[src/rtl/multicycle_controller.sv]
// Multi-cycle RV32I main controller: FETCH/DECODE/EXEC/MEM/WB sequencer with bounded memory waits.
// Optional: define CTRL_ILLEGAL_TRAP_EN to trap on unknown opcodes (cause 11) instead of retiring them as NOPs.
module multicycle_controller #(
  parameter int MEM_TIMEOUT = 15,
  parameter int CNT_W       = 32
) (
  input  logic             clk,
  input  logic             rst,
  input  logic [31:0]      instr,
  output logic             imem_req,
  input  logic             imem_ack,
  output logic             dmem_req,
  input  logic             dmem_ack,
  output logic             dmem_w_en,
  output logic             ir_w_en,
  output logic             pc_w_en,
  output logic             reg_w_en,
  output logic [1:0]       reg_w_sel,
  output logic             reg_imm_sel,
  output logic [2:0]       imm_sel,
  output logic             rs1_pc_sel,
  output logic             jump_en,
  output logic             branch_en,
  output logic [2:0]       funct3,
  output logic             trap,
  output logic [1:0]       trap_cause,
  output logic [CNT_W-1:0] instret,
  output logic [2:0]       state_dbg
);

  typedef enum logic [2:0] {
    FETCH  = 3'd0,
    DECODE = 3'd1,
    EXEC   = 3'd2,
    MEM    = 3'd3,
    WB     = 3'd4,
    TRAP   = 3'd5
  } state_t;

  localparam logic [6:0] OP_LOAD   = 7'b0000011;
  localparam logic [6:0] OP_STORE  = 7'b0100011;
  localparam logic [6:0] OP_BRANCH = 7'b1100011;
  localparam logic [6:0] OP_OP     = 7'b0110011;
  localparam logic [6:0] OP_IMM    = 7'b0010011;
  localparam logic [6:0] OP_LUI    = 7'b0110111;
  localparam logic [6:0] OP_AUIPC  = 7'b0010111;
  localparam logic [6:0] OP_JAL    = 7'b1101111;
  localparam logic [6:0] OP_JALR   = 7'b1100111;

  localparam logic [2:0] IMM_U = 3'b000;
  localparam logic [2:0] IMM_I = 3'b001;
  localparam logic [2:0] IMM_J = 3'b010;
  localparam logic [2:0] IMM_S = 3'b011;
  localparam logic [2:0] IMM_B = 3'b100;

  localparam logic [1:0] WSEL_DMEM = 2'b00;
  localparam logic [1:0] WSEL_ALU  = 2'b01;
  localparam logic [1:0] WSEL_PC4  = 2'b10;

  localparam logic [1:0] CAUSE_NONE    = 2'b00;
  localparam logic [1:0] CAUSE_IMEM    = 2'b01;
  localparam logic [1:0] CAUSE_DMEM    = 2'b10;
  localparam logic [1:0] CAUSE_ILLEGAL = 2'b11;

  localparam bit          TIMEOUT_ON = (MEM_TIMEOUT > 0);
  localparam int          CW         = (MEM_TIMEOUT > 0) ? $clog2(MEM_TIMEOUT + 1) : 1;
  localparam logic [CW-1:0] TO_VAL   = CW'(MEM_TIMEOUT);

  state_t        state, state_next;
  logic [31:0]   ir;
  logic [CW-1:0] wait_cnt;
  logic [1:0]    cause_next;
  logic          waiting, timeout_hit;

  logic [1:0] dec_w_sel;
  logic [2:0] dec_imm_sel;
  logic       dec_b_imm, dec_a_pc;
  logic       is_load, is_store, is_branch, is_jump, is_legal;

  logic unused_ir_bits;
  assign unused_ir_bits = ^{ir[31:15], ir[11:7]};

  assign funct3    = ir[14:12];
  assign trap      = (state == TRAP);
  assign state_dbg = state;

  // Opcode decode of the latched IR; unknown opcodes decode to all-zero selects.
  always_comb begin
    dec_w_sel   = WSEL_DMEM;
    dec_imm_sel = IMM_U;
    dec_b_imm   = 1'b0;
    dec_a_pc    = 1'b0;
    is_load     = 1'b0;
    is_store    = 1'b0;
    is_branch   = 1'b0;
    is_jump     = 1'b0;
    is_legal    = 1'b1;
    case (ir[6:0])
      OP_LOAD:   begin is_load = 1'b1; dec_b_imm = 1'b1; dec_imm_sel = IMM_I; end
      OP_STORE:  begin is_store = 1'b1; dec_b_imm = 1'b1; dec_imm_sel = IMM_S; end
      OP_BRANCH: begin is_branch = 1'b1; dec_imm_sel = IMM_B; end
      OP_OP:     dec_w_sel = WSEL_ALU;
      OP_IMM:    begin dec_w_sel = WSEL_ALU; dec_b_imm = 1'b1; dec_imm_sel = IMM_I; end
      OP_LUI:    begin dec_w_sel = WSEL_ALU; dec_b_imm = 1'b1; end
      OP_AUIPC:  begin dec_w_sel = WSEL_ALU; dec_b_imm = 1'b1; dec_a_pc = 1'b1; end
      OP_JAL:    begin
        dec_w_sel = WSEL_PC4; dec_b_imm = 1'b1; dec_imm_sel = IMM_J;
        dec_a_pc = 1'b1; is_jump = 1'b1;
      end
      OP_JALR:   begin
        dec_w_sel = WSEL_PC4; dec_b_imm = 1'b1; dec_imm_sel = IMM_I; is_jump = 1'b1;
      end
      default:   is_legal = 1'b0;
    endcase
  end

  // Handshake: a req stays high until the cycle its ack is seen; that cycle
  // completes the transfer. An ack with no pending req is ignored.
  assign waiting     = (imem_req && !imem_ack) || (dmem_req && !dmem_ack);
  assign timeout_hit = TIMEOUT_ON && (wait_cnt == TO_VAL);

  always_comb begin
    state_next  = state;
    cause_next  = trap_cause;
    imem_req    = 1'b0;
    dmem_req    = 1'b0;
    dmem_w_en   = 1'b0;
    ir_w_en     = 1'b0;
    pc_w_en     = 1'b0;
    reg_w_en    = 1'b0;
    jump_en     = 1'b0;
    branch_en   = 1'b0;
    reg_w_sel   = WSEL_DMEM;
    reg_imm_sel = 1'b0;
    imm_sel     = IMM_U;
    rs1_pc_sel  = 1'b0;
    case (state)
      FETCH: begin
        // Fetch is held off while reset is asserted so the first req is a fresh one.
        imem_req = !rst;
        if (imem_req && imem_ack) begin
          ir_w_en    = 1'b1;
          state_next = DECODE;
        end else if (timeout_hit) begin
          state_next = TRAP;
          cause_next = CAUSE_IMEM;
        end
      end
      DECODE: begin
`ifdef CTRL_ILLEGAL_TRAP_EN
        if (!is_legal) begin
          state_next = TRAP;
          cause_next = CAUSE_ILLEGAL;
        end else begin
          state_next = EXEC;
        end
`else
        state_next = EXEC;
`endif
      end
      EXEC: begin
        if (is_load || is_store) begin
          state_next = MEM;
        end else if (is_branch) begin
          branch_en  = 1'b1;
          pc_w_en    = 1'b1;
          state_next = FETCH;
        end else begin
          state_next = WB;
        end
      end
      MEM: begin
        dmem_req  = 1'b1;
        dmem_w_en = is_store;
        if (dmem_ack) begin
          pc_w_en    = is_store;
          state_next = is_store ? FETCH : WB;
        end else if (timeout_hit) begin
          state_next = TRAP;
          cause_next = CAUSE_DMEM;
        end
      end
      WB: begin
        reg_w_en   = is_legal;
        pc_w_en    = 1'b1;
        jump_en    = is_jump;
        state_next = FETCH;
      end
      default: state_next = TRAP;
    endcase
    if (state inside {DECODE, EXEC, MEM, WB}) begin
      reg_w_sel   = dec_w_sel;
      reg_imm_sel = dec_b_imm;
      imm_sel     = dec_imm_sel;
      rs1_pc_sel  = dec_a_pc;
    end
  end

  always_ff @(posedge clk) begin
    if (rst) begin
      state      <= FETCH;
      ir         <= '0;
      wait_cnt   <= '0;
      instret    <= '0;
      trap_cause <= CAUSE_NONE;
    end else begin
      state      <= state_next;
      trap_cause <= cause_next;
      if (ir_w_en) ir <= instr;
      if (pc_w_en) instret <= instret + CNT_W'(1);
      // With the timeout disabled the counter stays at zero rather than wrapping.
      if (state_next != state || !waiting) wait_cnt <= '0;
      else if (TIMEOUT_ON) wait_cnt <= wait_cnt + CW'(1);
    end
  end

endmodule

[config.mk]
export PLATFORM = sky130hd
export DESIGN_NAME = multicycle_controller
export DESIGN_NICKNAME = d
export VERILOG_FILES = /design/src/rtl/multicycle_controller.sv
export SDC_FILE = /design/constraint.sdc
export NUM_CORES = 1
export LEC_CHECK = 0
export ABC_AREA = 0
export ABC_CLOCK_PERIOD_IN_PS = 6700
export CORE_UTILIZATION = 25
export DETAILED_ROUTE_END_ITERATION = 12
export DONT_BUFFER_PORTS = 1
export PLACE_DENSITY_LB_ADDON = 0.08
export SLEW_MARGIN = 20
export SYNTH_ARGS = -nofsm -noshare
export SYNTH_HDL_FRONTEND = slang
export SYNTH_SLANG_ARGS = --single-unit
[constraint.sdc]
create_clock -name clk -period 6.7 [get_ports clk]
set_input_delay 0.67 -clock clk [delete_from_list [all_inputs] [get_ports clk]]
set_output_delay 0.67 -clock clk [all_outputs]
set_load 0.02 [all_outputs]
==> summary.txt, run 1 <==
Run status
  • Status: completed

Final layout
  • Fillers: 1,149
  • Layout cells sized above 1: 5.36%
  • Multi-input gate area: 0.00152 sq mm
  • Area delta synth->final: 6.73%
  • Ant. Diodes: 0
  • Register area: 0.00102 sq mm
  • Final Core Density: 27.7%
  • Commonest non-fill, non-tap cell in the layout: dfxtp_1
  • Most frequent cells in the layout: dfxtp_1, nand2_1, nor2_1
  • Final Net Count: 354

Clocking
  • CTS tree: yes
  • Clk_lat worst skew: 320 ps
  • Clk root buf: clkbuf_8
  • Post-CTS Hold Fix Bufs: 0
  • Cts repair resizes: 0
  • Max Root-Sink Buffers: 2
  • Number of H-tree levels: 2
  • Post-CTS Setup Bufs: 0
  • Num CTS Buffers: 5
  • Reg clk slew, reported paths: 120 ps
  • Clock Sink Count: 51

STA
  • Final setup violation count: 0
  • Setup TNS: 0 ps
  • Slew margin rel.: 34.2%
  • Max Clk Rate: 291 MHz
  • Final Cycle Share: 51.2%
  • Worst-margin pin slew: 978 ps
  • RSZ-0062 raised after global routing: no
  • Final Hold Fails: 0
  • Fin Hold WS: 416 ps
  • Slew Viols, Final: 0
  • Crit path time final: 3430 ps
  • Clock skew: 19.9 ps

Place
  • RePlAce Congestion: 0.726
  • Port bufs: 0
  • Detail Placement HPWL: 5.13 mm

Power
  • Switching share of power: 27.3%
  • Flop pwr share: 55.0%
  • Pwr per Cell Area: 211 mW/mm^2
  • Pint: 0.441 mW
  • Net load switching power: 0.166 mW
  • Clock network power share: 38.2%
  • Logic pwr share: 6.7%
  • Leakage: 0.904 nW
  • VDD IR-drop max: 0.0000822 V

Global route
  • Vias in the first global route: 2,234
  • GRT Util Overall: 13.6%
  • Grt total ovfl: 0
  • First-pass GRT wire length: 12.1 mm
  • Largest net degree at the start of global routing: 54
  • Initial antenna violation count: 0

Synthesis
  • Syn Std Cell Area: 0.00269 sq mm
  • EDFF count, synth: 0
  • Dominant cells by area after synthesis: dfxtp_1, nand2_1, a21oi_1
  • YS warnings: 0
  • Ys flop type: dfxtp_1
  • Sequential-to-total area share from yosys stat: 37.9%
  • Register bit total from synthesis: 51
  • Syn Inst Count: 330
  • Post-synth top area share: 37.9%
  • Async set-reset flop share out of synthesis: 0%
  • Library cells used by synthesis: 54
  • Synthesized area per cell: 8.16 sq um
  • Mapped Nets: 368
  • Cell taking the most area after synthesis: dfxtp_1

Critical path
  • Slowest-stage cell, CP: dfxtp_1
  • Startpoint type of the worst setup path: flip-flop
  • Crit path cell chain: nor3b_1 > or3b_1 > and3_1 > buf_4 > inv_1
  • Crit-path max FO: 19
  • Top delay family on crit path: simple AND/OR/NAND/NOR gates
  • Critical Path AT: 2760 ps
  • Crit Path Category: flip-flop to primary output
  • Slowest cell delay on critical path: 680 ps
  • CP bufs+invs: 2
  • Critical Path RT: 6030 ps
  • Worst setup EP type: primary output

Route
  • Drt total wl: 7.39 mm
  • DR WL/cell: 16.3 um
  • DR iter-0 viols: 83
  • Drt via density: 5.17
  • Post-route ant nets: 0
  • DRC violation count after routing: 0
  • DR pass1 iterations: 4
  • Vias: 2,342

Job
  • MaxCap Viol Count: 0

Die
  • Cell row count: 37
  • Core Area: 0.0104 sq mm
  • Die ar.: 0.0112 sq mm
  • Die X: 106 um
  • DIE HEIGHT: 106 um
  • Initial core utilization: 26.0%
  • # IOs: 92

Min path
  • Min-delay worst type: input port to flip-flop
==> synth_stat cells (6+ instances only) <==
library cell  instances
nand2_1              37
nor2_1               27
nand4_1              10
inv_1                11
nand3b_1             14
o31ai_1               7
dfxtp_1              51
or3_1                10
clkbuf_1             12
a31oi_1               6
xnor2_1               9
o21ai_0              16
a21oi_1              26
nand3_1              13
or4_1                 8
==> worst reg2reg max path, stage by stage (launching register included) <==
cell,delay [ps]
dfxtp_1,680
nor3b_1,310
or3b_1,600
and3_1,360
or4b_1,570
mux2_1,330
==> per-stage QoR <==
| stage | cells | cell area (sq um) | setup WS (ps) | power, mW |
|---|---|---|---|---|
| 4_1_cts | 453 | 2880 | 3210 | 0.618 |
| 2_1_floorplan | 330 | 2690 | 3980 | 0.380 |
| 3_5_place_dp | 445 | 2760 | 3570 | 0.382 |
| 6_report | 453 | 2880 | 3270 | 0.607 |
| 3_3_place_gp | 445 | 2760 | 3550 | 0.382 |
| 5_1_grt | 453 | 2880 | 3030 | 0.637 |
==> final timing paths <==
path | from | endpoint | slack [ps] | cells after the start
setup reg to reg | state_dbg[1] | instret[31] | 3760 | 5
hold reg to reg | wait_cnt[0] | wait_cnt[0] | 460 | 1
hold / removal | rst | instret[30] | 420 | 1
setup / recovery | state_dbg[1] | pc_w_en | 3270 | 5
==> cell families (layout without fill, tap and decap cells) <==
logic type	after synthesis	after routing	share of synthesized area, %
AND/OR/NAND/NOR	155	155	33.2
AO/OA/AOI/OAI	72	72	16.6
flip-flops	51	51	37.9
buffers and inverters	34	21	5.85
XOR/XNOR	12	12	3.90
multiplexers	4	4	1.58
adder cells (fa/ha/maj)	2	2	0.929
==> per-layer routing <==
layer	GRT usage [%]	part of all wire, %	vias up
met5	0	0	-
met4	3.27	0.69	0
met3	3.71	5.8	4
met2	22.2	45	58
met1	17.6	48	1104
li1	-	-	1176
==> power by group through the flow <==
stage               Sequential (mW)  Clock [mW]  Combinational [mW]
floorplan                     0.328           0              0.0514
global placement              0.341           0              0.0412
detailed placement            0.341           0              0.0414
CTS                           0.334       0.242              0.0415
global route                  0.337       0.254              0.0465
finish                        0.334       0.232              0.0408
==> flip-flops by register name, indices dropped and copies added, names as in the netlist <==
| name | flops |
|---|---|
| instret | 32 |
| ir | 10 |
| state_dbg | 3 |
| trap_cause | 2 |
| wait_cnt | 4 |
==> area by class of cell <==
cell class	instances	share of cell area, %
clock inverters	3	1.65
clock buffers	5	2.39
multi-input cells	245	52.7
well taps	136	5.92
flip-flops and latches	51	35.5
repair buffers	1	0.261
inverters	12	1.57
(Power assumes the default switching activity.)
==> run 2: changes to the inputs <==
--- a/config.mk
+++ b/config.mk
@@ -6,7 +6,7 @@
 export NUM_CORES = 1
 export LEC_CHECK = 0
 export ABC_AREA = 0
-export ABC_CLOCK_PERIOD_IN_PS = 6700
+export ABC_CLOCK_PERIOD_IN_PS = 3320
 export CORE_UTILIZATION = 25
 export DETAILED_ROUTE_END_ITERATION = 12
 export DONT_BUFFER_PORTS = 1
==> constraint.sdc (replaced) <==
create_clock -name clk -period 3.32 [get_ports clk]
set_input_delay 0.332 -clock clk [delete_from_list [all_inputs] [get_ports clk]]
set_output_delay 0.332 -clock clk [all_outputs]
set_load 0.02 [all_outputs]
==> summary.txt, run 2 (same netlist as run 1, synthesis figures left out) <==
STA
  • Worst-margin pin slew: 702 ps (-276 ps)
  • Slew Viols, Final: 0 (unchanged)
  • Clock skew: 14.4 ps (-5.41 ps)
  • Setup TNS: 0 ps (unchanged)
  • RSZ-0062 raised after global routing: no
  • Max Clk Rate: 362 MHz
  • Crit path time final: 2760 ps
  • Slew margin rel.: 52.9% (+19 points)
  • Final Cycle Share: 83.2%
  • Final Hold Fails: 0 (unchanged)
  • Setup ws final: 559 ps (-2710 ps)
  • Final setup violation count: 0 (unchanged)

Power
  • Pwr Total: 1.24 mW (+100%)
  • Switching share of power: 26.3% (-1.1 points)
  • Pwr per Cell Area: 420 mW/mm^2 (+99%)
  • Pint: 0.914 mW (+110%)
  • Net load switching power: 0.325 mW (+96%)
  • VDD IR-drop max: 0.000178 V (+120%)
  • Flop pwr share: 53.3% (-1.7 points)
  • Leakage: 0.959 nW (+6.1%)
  • Clock network power share: 38.1% (about the same)
  • Logic pwr share: 8.6% (+1.9 points)

Clocking
  • Max Root-Sink Buffers: 2 (unchanged)
  • Post-CTS Setup Bufs: 0 (unchanged)
  • Post-CTS Hold Fix Bufs: 0 (unchanged)
  • Clk_lat worst skew: 310 ps (about the same)
  • Cts repair resizes: 0 (unchanged)
  • Number of H-tree levels: 2 (unchanged)
  • Clk root buf: clkbuf_8
  • Num CTS Buffers: 5 (unchanged)
  • CTS tree: yes
  • Reg clk slew, reported paths: 90 ps (-30 ps)
  • Clock Sink Count: 51 (unchanged)

Die
  • Core Area: 0.0104 sq mm (unchanged)
  • Die ar.: 0.0112 sq mm (unchanged)
  • Initial core utilization: 26.0% (unchanged)
  • Cell row count: 37 (unchanged)
  • Die X: 106 um (unchanged)
  • # IOs: 92 (unchanged)
  • DIE HEIGHT: 106 um (unchanged)

Global route
  • Initial antenna violation count: 0 (unchanged)
  • Vias in the first global route: 2,319 (+3.8%)
  • First-pass GRT wire length: 12.1 mm (+0.17%)
  • Largest net degree at the start of global routing: 54 (unchanged)
  • GRT Util Overall: 13.6% (+0.029 points)
  • Grt total ovfl: 0 (unchanged)

Final layout
  • Final Core Density: 28.5% (+0.74 points)
  • Layout cells sized above 1: 8.26% (+2.9 points)
  • Final Net Count: 364 (+2.8%)
  • Ant. Diodes: 0 (unchanged)
  • Largest regs: instret x32, ir x10, wait_cnt x4
  • Area delta synth->final: 9.57%
  • Commonest non-fill, non-tap cell in the layout: dfxtp_1
  • Biggest register: instret
  • Most frequent cells in the layout: dfxtp_1, nand2_1, nor2_1
  • Max FFs per register: 32 (unchanged)

Critical path
  • Critical Path RT: 2990 ps (-3040 ps)
  • Startpoint type of the worst setup path: flip-flop
  • Crit Path Category: flip-flop to primary output
  • Crit-path max FO: 24 (+5)
  • Worst setup EP type: primary output
  • Crit path cell chain: nor3b_1 > or3b_1 > and3_1 > buf_4 > inv_1
  • Slowest-stage cell, CP: or3b_1
  • Slowest cell delay on critical path: 580 ps (-100 ps)
  • Critical Path AT: 2430 ps (-330 ps)

Route
  • DR WL/cell: 16.2 um (-0.72%)
  • Drt via density: 5.24 (+1.3%)
  • Post-route ant nets: 0 (unchanged)
  • Vias: 2,424 (+3.5%)
  • DR iter-0 viols: 68 (-18%)
  • DRC violation count after routing: 0 (unchanged)
  • DR pass1 iterations: 4 (unchanged)
  • Drt total wl: 7.50 mm (+1.5%)

Place
  • RePlAce Congestion: 0.712 (-2.0%)
  • Detail Placement HPWL: 5.20 mm (+1.4%)
  • Port bufs: 0 (unchanged)
  • Place WS: 754 ps (-2810 ps)

Job
  • MaxCap Viol Count: 0 (unchanged)

Run status
  • Status: completed

Min path
  • Min-delay worst type: input port to flip-flop
run 2: routing by layer:
| metal | GRT usage (%) | part of all wire, % |
|---|---|---|
| met1 | 16.6 | 46 |
| met3 | 3.59 | 6.7 |
| met4 | 3.37 | 0.69 |
| met2 | 23.5 | 47 |
| met5 | 0 | 0 |
run 2: final timing paths:
path	from	end	slack (ps)	cells past startpoint
worst max-delay path	state_dbg[2]	pc_w_en	560	5
worst min-delay path	rst	state_dbg[0]	110	1
worst max register to register	state_dbg[2]	instret[31]	750	5
worst min register to register	wait_cnt[0]	wait_cnt[0]	470	1
run 2: layout make-up:
cell class | count | area, sq um
fill | 1150 | 7420
multi-input combinational | 245 | 1520
sequential | 51 | 1020
tap | 136 | 170
clock buffer | 6 | 82.6
timing repair buffer | 11 | 82.6
inverter | 12 | 45.0
clock inverter | 2 | 35.0
run 2: power by group through the flow:
stage / clock (mW) / sequential [mW] / combinational, mW
final: 0.472 / 0.660 / 0.107
after global placement: 0 / 0.675 / 0.108
after detailed placement: 0 / 0.675 / 0.108
after global routing: 0.519 / 0.665 / 0.119
after floorplan: 0 / 0.663 / 0.104
after CTS: 0.494 / 0.661 / 0.108
run 2: metrics by stage:
stage	hold slack, ps	std cells	area, sq um
after floorplan	418	330	2690
after global placement	411	455	2830
after detailed placement	415	455	2830
after CTS	69.6	463	2950
after global routing	61.7	463	2950
final	108	463	2950
run 2: critical path: cells and delay by family, from the launching register on:
kind	cells	cell delay, ps
buffers and inverters	2	530
AND/OR/NAND/NOR	3	1160
flip-flops	1	430
==> run 3: changes to the inputs <==
--- a/config.mk
+++ b/config.mk
@@ -6,7 +6,7 @@
 export NUM_CORES = 1
 export LEC_CHECK = 0
 export ABC_AREA = 0
-export ABC_CLOCK_PERIOD_IN_PS = 3320
+export ABC_CLOCK_PERIOD_IN_PS = 2550
 export CORE_UTILIZATION = 25
 export DETAILED_ROUTE_END_ITERATION = 12
 export DONT_BUFFER_PORTS = 1
==> constraint.sdc (replaced) <==
create_clock -name clk -period 2.55 [get_ports clk]
set_input_delay 0.255 -clock clk [delete_from_list [all_inputs] [get_ports clk]]
set_output_delay 0.255 -clock clk [all_outputs]
set_load 0.02 [all_outputs]
==> summary.txt, run 3 (same netlist as run 1, synthesis figures left out) <==
Run status
  • Status: completed

Critical path
  • Crit Path Category: flip-flop to primary output
  • Critical Path RT: 2300 ps (-690 ps)
  • Most used cell along the critical path: buf_4
  • CP Capture Point: pc_w_en
  • Startpoint type of the worst setup path: flip-flop
  • Worst setup EP type: primary output
  • Reg2reg path depth: 6 (+1)
  • Crit path from: state_dbg[1]
  • Reg-to-Reg Start: instret[0]
  • Crit-path max FO: 24 (unchanged)
  • R2R Setup Slk: 270 ps (-480 ps)
  • Slowest-stage cell, CP: dfxtp_1
  • Crit path cell chain: buf_4 > nand3b_1 > inv_4 > nand4_4 > and3_1 > buf_4 > inv_2 > buf_4
  • R2r endpoint: instret[26]
  • Critical Path AT: 2080 ps (-350 ps)
  • Slowest cell delay on critical path: 370 ps (-210 ps)

Global route
  • Vias in the first global route: 2,488 (+7.3%)
  • First-pass GRT wire length: 13.0 mm (+7.2%)
  • Initial antenna violation count: 0 (unchanged)
  • Largest net degree at the start of global routing: 37 (-31%)
  • GRT Util Overall: 14.7% (+1.1 points)
  • Grt total ovfl: 0 (unchanged)

Place
  • Post-DP Area: 0.00304 sq mm (+7.4%)
  • Detail Placement HPWL: 5.52 mm (+6.1%)
  • RePlAce Congestion: 0.735 (+3.3%)
  • Port bufs: 0 (unchanged)

Power
  • Pint: 1.28 mW (+40%)
  • Logic pwr share: 9.8% (+1.2 points)
  • Clock network power share: 39.8% (+1.7 points)
  • Switching share of power: 25.0% (-1.3 points)
  • Flop pwr share: 50.4% (-2.9 points)
  • Leakage: 1.13 nW (+18%)
  • Pwr per Cell Area: 523 mW/mm^2 (+25%)
  • Net load switching power: 0.425 mW (+31%)
  • VDD IR-drop max: 0.000277 V (+55%)

Final layout
  • Biggest register: instret
  • Largest regs: instret x32, ir x10, wait_cnt x4
  • Multi-input gate area: 0.00152 sq mm (+0.33%)
  • Ant. Diodes: 0 (unchanged)
  • Register area: 0.00102 sq mm (+0.12%)
  • Layout cells sized above 1: 16.6% (+8.3 points)
  • Most frequent cells in the layout: dfxtp_1, buf_4, nand2_1
  • Design area: 0.00325 sq mm (+10%)
  • Commonest non-fill, non-tap cell in the layout: dfxtp_1
  • Max FFs per register: 32 (unchanged)
  • Fillers: 1,154 (+0.35%)
  • Final Core Density: 31.4% (+2.9 points)
  • Area delta synth->final: 20.8%
  • Final Net Count: 399 (+9.6%)

STA
  • Final Hold Fails: 0 (unchanged)
  • Final Cycle Share: 91.6%
  • RSZ-0062 raised after global routing: no
  • Slew Viols, Final: 0 (unchanged)
  • Slew margin rel.: 51.7% (-1.2 points)
  • Max Clk Rate: 428 MHz
  • Fin Hold WS: 21.9 ps (-85.9 ps)
  • Setup TNS: 0 ps (unchanged)
  • Final setup violation count: 0 (unchanged)
  • Clock skew: 9.93 ps (-4.52 ps)
  • Crit path time final: 2340 ps
  • Worst-margin pin slew: 723 ps (+20.8 ps)

Min path
  • Min-delay worst type: input port to flip-flop
  • Hold path start: rst

Clocking
  • CTS tree: yes
  • Number of H-tree levels: 2 (unchanged)
  • Clk_lat worst skew: 310 ps (about the same)
  • Clk root buf: clkbuf_8
  • Num CTS Buffers: 5 (unchanged)
  • Reg clk slew, reported paths: 100 ps (about the same)
  • Clock Sink Count: 51 (unchanged)
  • Max Root-Sink Buffers: 2 (unchanged)

Die
  • # IOs: 92 (unchanged)
  • Die X: 106 um (unchanged)
  • Core Area: 0.0104 sq mm (unchanged)
  • Initial core utilization: 26.0% (unchanged)
  • Cell row count: 37 (unchanged)
  • Die ar.: 0.0112 sq mm (unchanged)
  • DIE HEIGHT: 106 um (unchanged)

Route
  • Post-route ant nets: 0 (unchanged)
  • DRC violation count after routing: 0 (unchanged)
  • DR iter-0 viols: 91 (+34%)
  • DR pass1 iterations: 4 (unchanged)
  • Drt via density: 5.12 (-2.3%)
  • DR WL/cell: 16.3 um (+0.63%)
  • Vias: 2,548 (+5.1%)
  • Drt total wl: 8.12 mm (+8.2%)

Job
  • MaxCap Viol Count: 0 (unchanged)
==> run 3: changes by cell type in the layout (fill, tap and decap cells not counted) <==
cell           before  now
buf_4              11   41
bufinv_16           1    2
clkbuf_1            0    1
clkbuf_8            6    5
clkinv_2            1    0
clkinvlp_4          0    1
dfxtp_1            51   50
dfxtp_2             0    1
dlygate4sd3_1       0    5
inv_1              11    9
inv_4               0    1
nor3b_1             1    0
nor3b_2             0    1
==> run 3: power groups by stage <==
| stage | clock (mW) | sequential (mW) | combinational, mW |
|---|---|---|---|
| after floorplan | 0 | 0.863 | 0.135 |
| after global placement | 0 | 0.874 | 0.151 |
| after detailed placement | 0 | 0.874 | 0.152 |
| after CTS | 0.703 | 0.857 | 0.163 |
| after global routing | 0.730 | 0.864 | 0.187 |
| final | 0.678 | 0.857 | 0.167 |
==> run 3: worst min path at each step <==
| stage | end | slack (ps) | cells past startpoint |
|---|---|---|---|
| after floorplan | ir[0] | 350 | 2 |
| after global placement | instret[22] | 340 | 1 |
| after detailed placement | trap_cause[0] | 340 | 1 |
| after CTS | instret[15] | 0.4 | 1 |
| after global routing | instret[21] | 2 | 1 |
| final | instret[15] | 20 | 1 |
==> run 3: metrics by stage <==
stage / cells / setup slack (ps) / total power [mW]
2_1_floorplan: 330 / 150 / 0.998
3_3_place_gp: 483 / 272 / 1.03
3_5_place_dp: 483 / 257 / 1.03
4_1_cts: 494 / 21.3 / 1.72
5_1_grt: 498 / 59.1 / 1.78
6_report: 498 / 213 / 1.70
==> run 3: cell type report <==
| class | instances | share of cell area (%) |
|---|---|---|
| Clock buffer | 6 | 2.23 |
| Clock inverter | 2 | 1.85 |
| Inverter | 12 | 1.58 |
| Multi-Input combinational cell | 245 | 46.7 |
| Sequential cell | 51 | 31.4 |
| Tap cell | 136 | 5.23 |
| Timing Repair Buffer | 46 | 11.0 |
==> run 3: worst max-delay path, delay by kind of cell (launching register included) <==
| kind | cells | cell delay, ps |
|---|---|---|
| buffers and inverters | 5 | 850 |
| AND/OR/NAND/NOR | 3 | 550 |
| flip-flops | 1 | 370 |
==> run 3: timing repair <==
action                                  CTS  global route
gates resized for setup                   0             5
hold endpoints to repair                 14             1
endpoints found under the setup margin    0             2
hold buffers                              3             2
buffers inserted                          0             2
==> run 3: layer usage <==
| metal | GRT usage (%) | vias to the layer above | routed length, um |
|---|---|---|---|
| li1 | - | 1264 | - |
| met1 | 19.5 | 1207 | 3940 |
| met2 | 23.8 | 72 | 3660 |
| met3 | 3.53 | 5 | 465 |
| met4 | 3.57 | 0 | 50 |
| met5 | 0 | - | 0 |
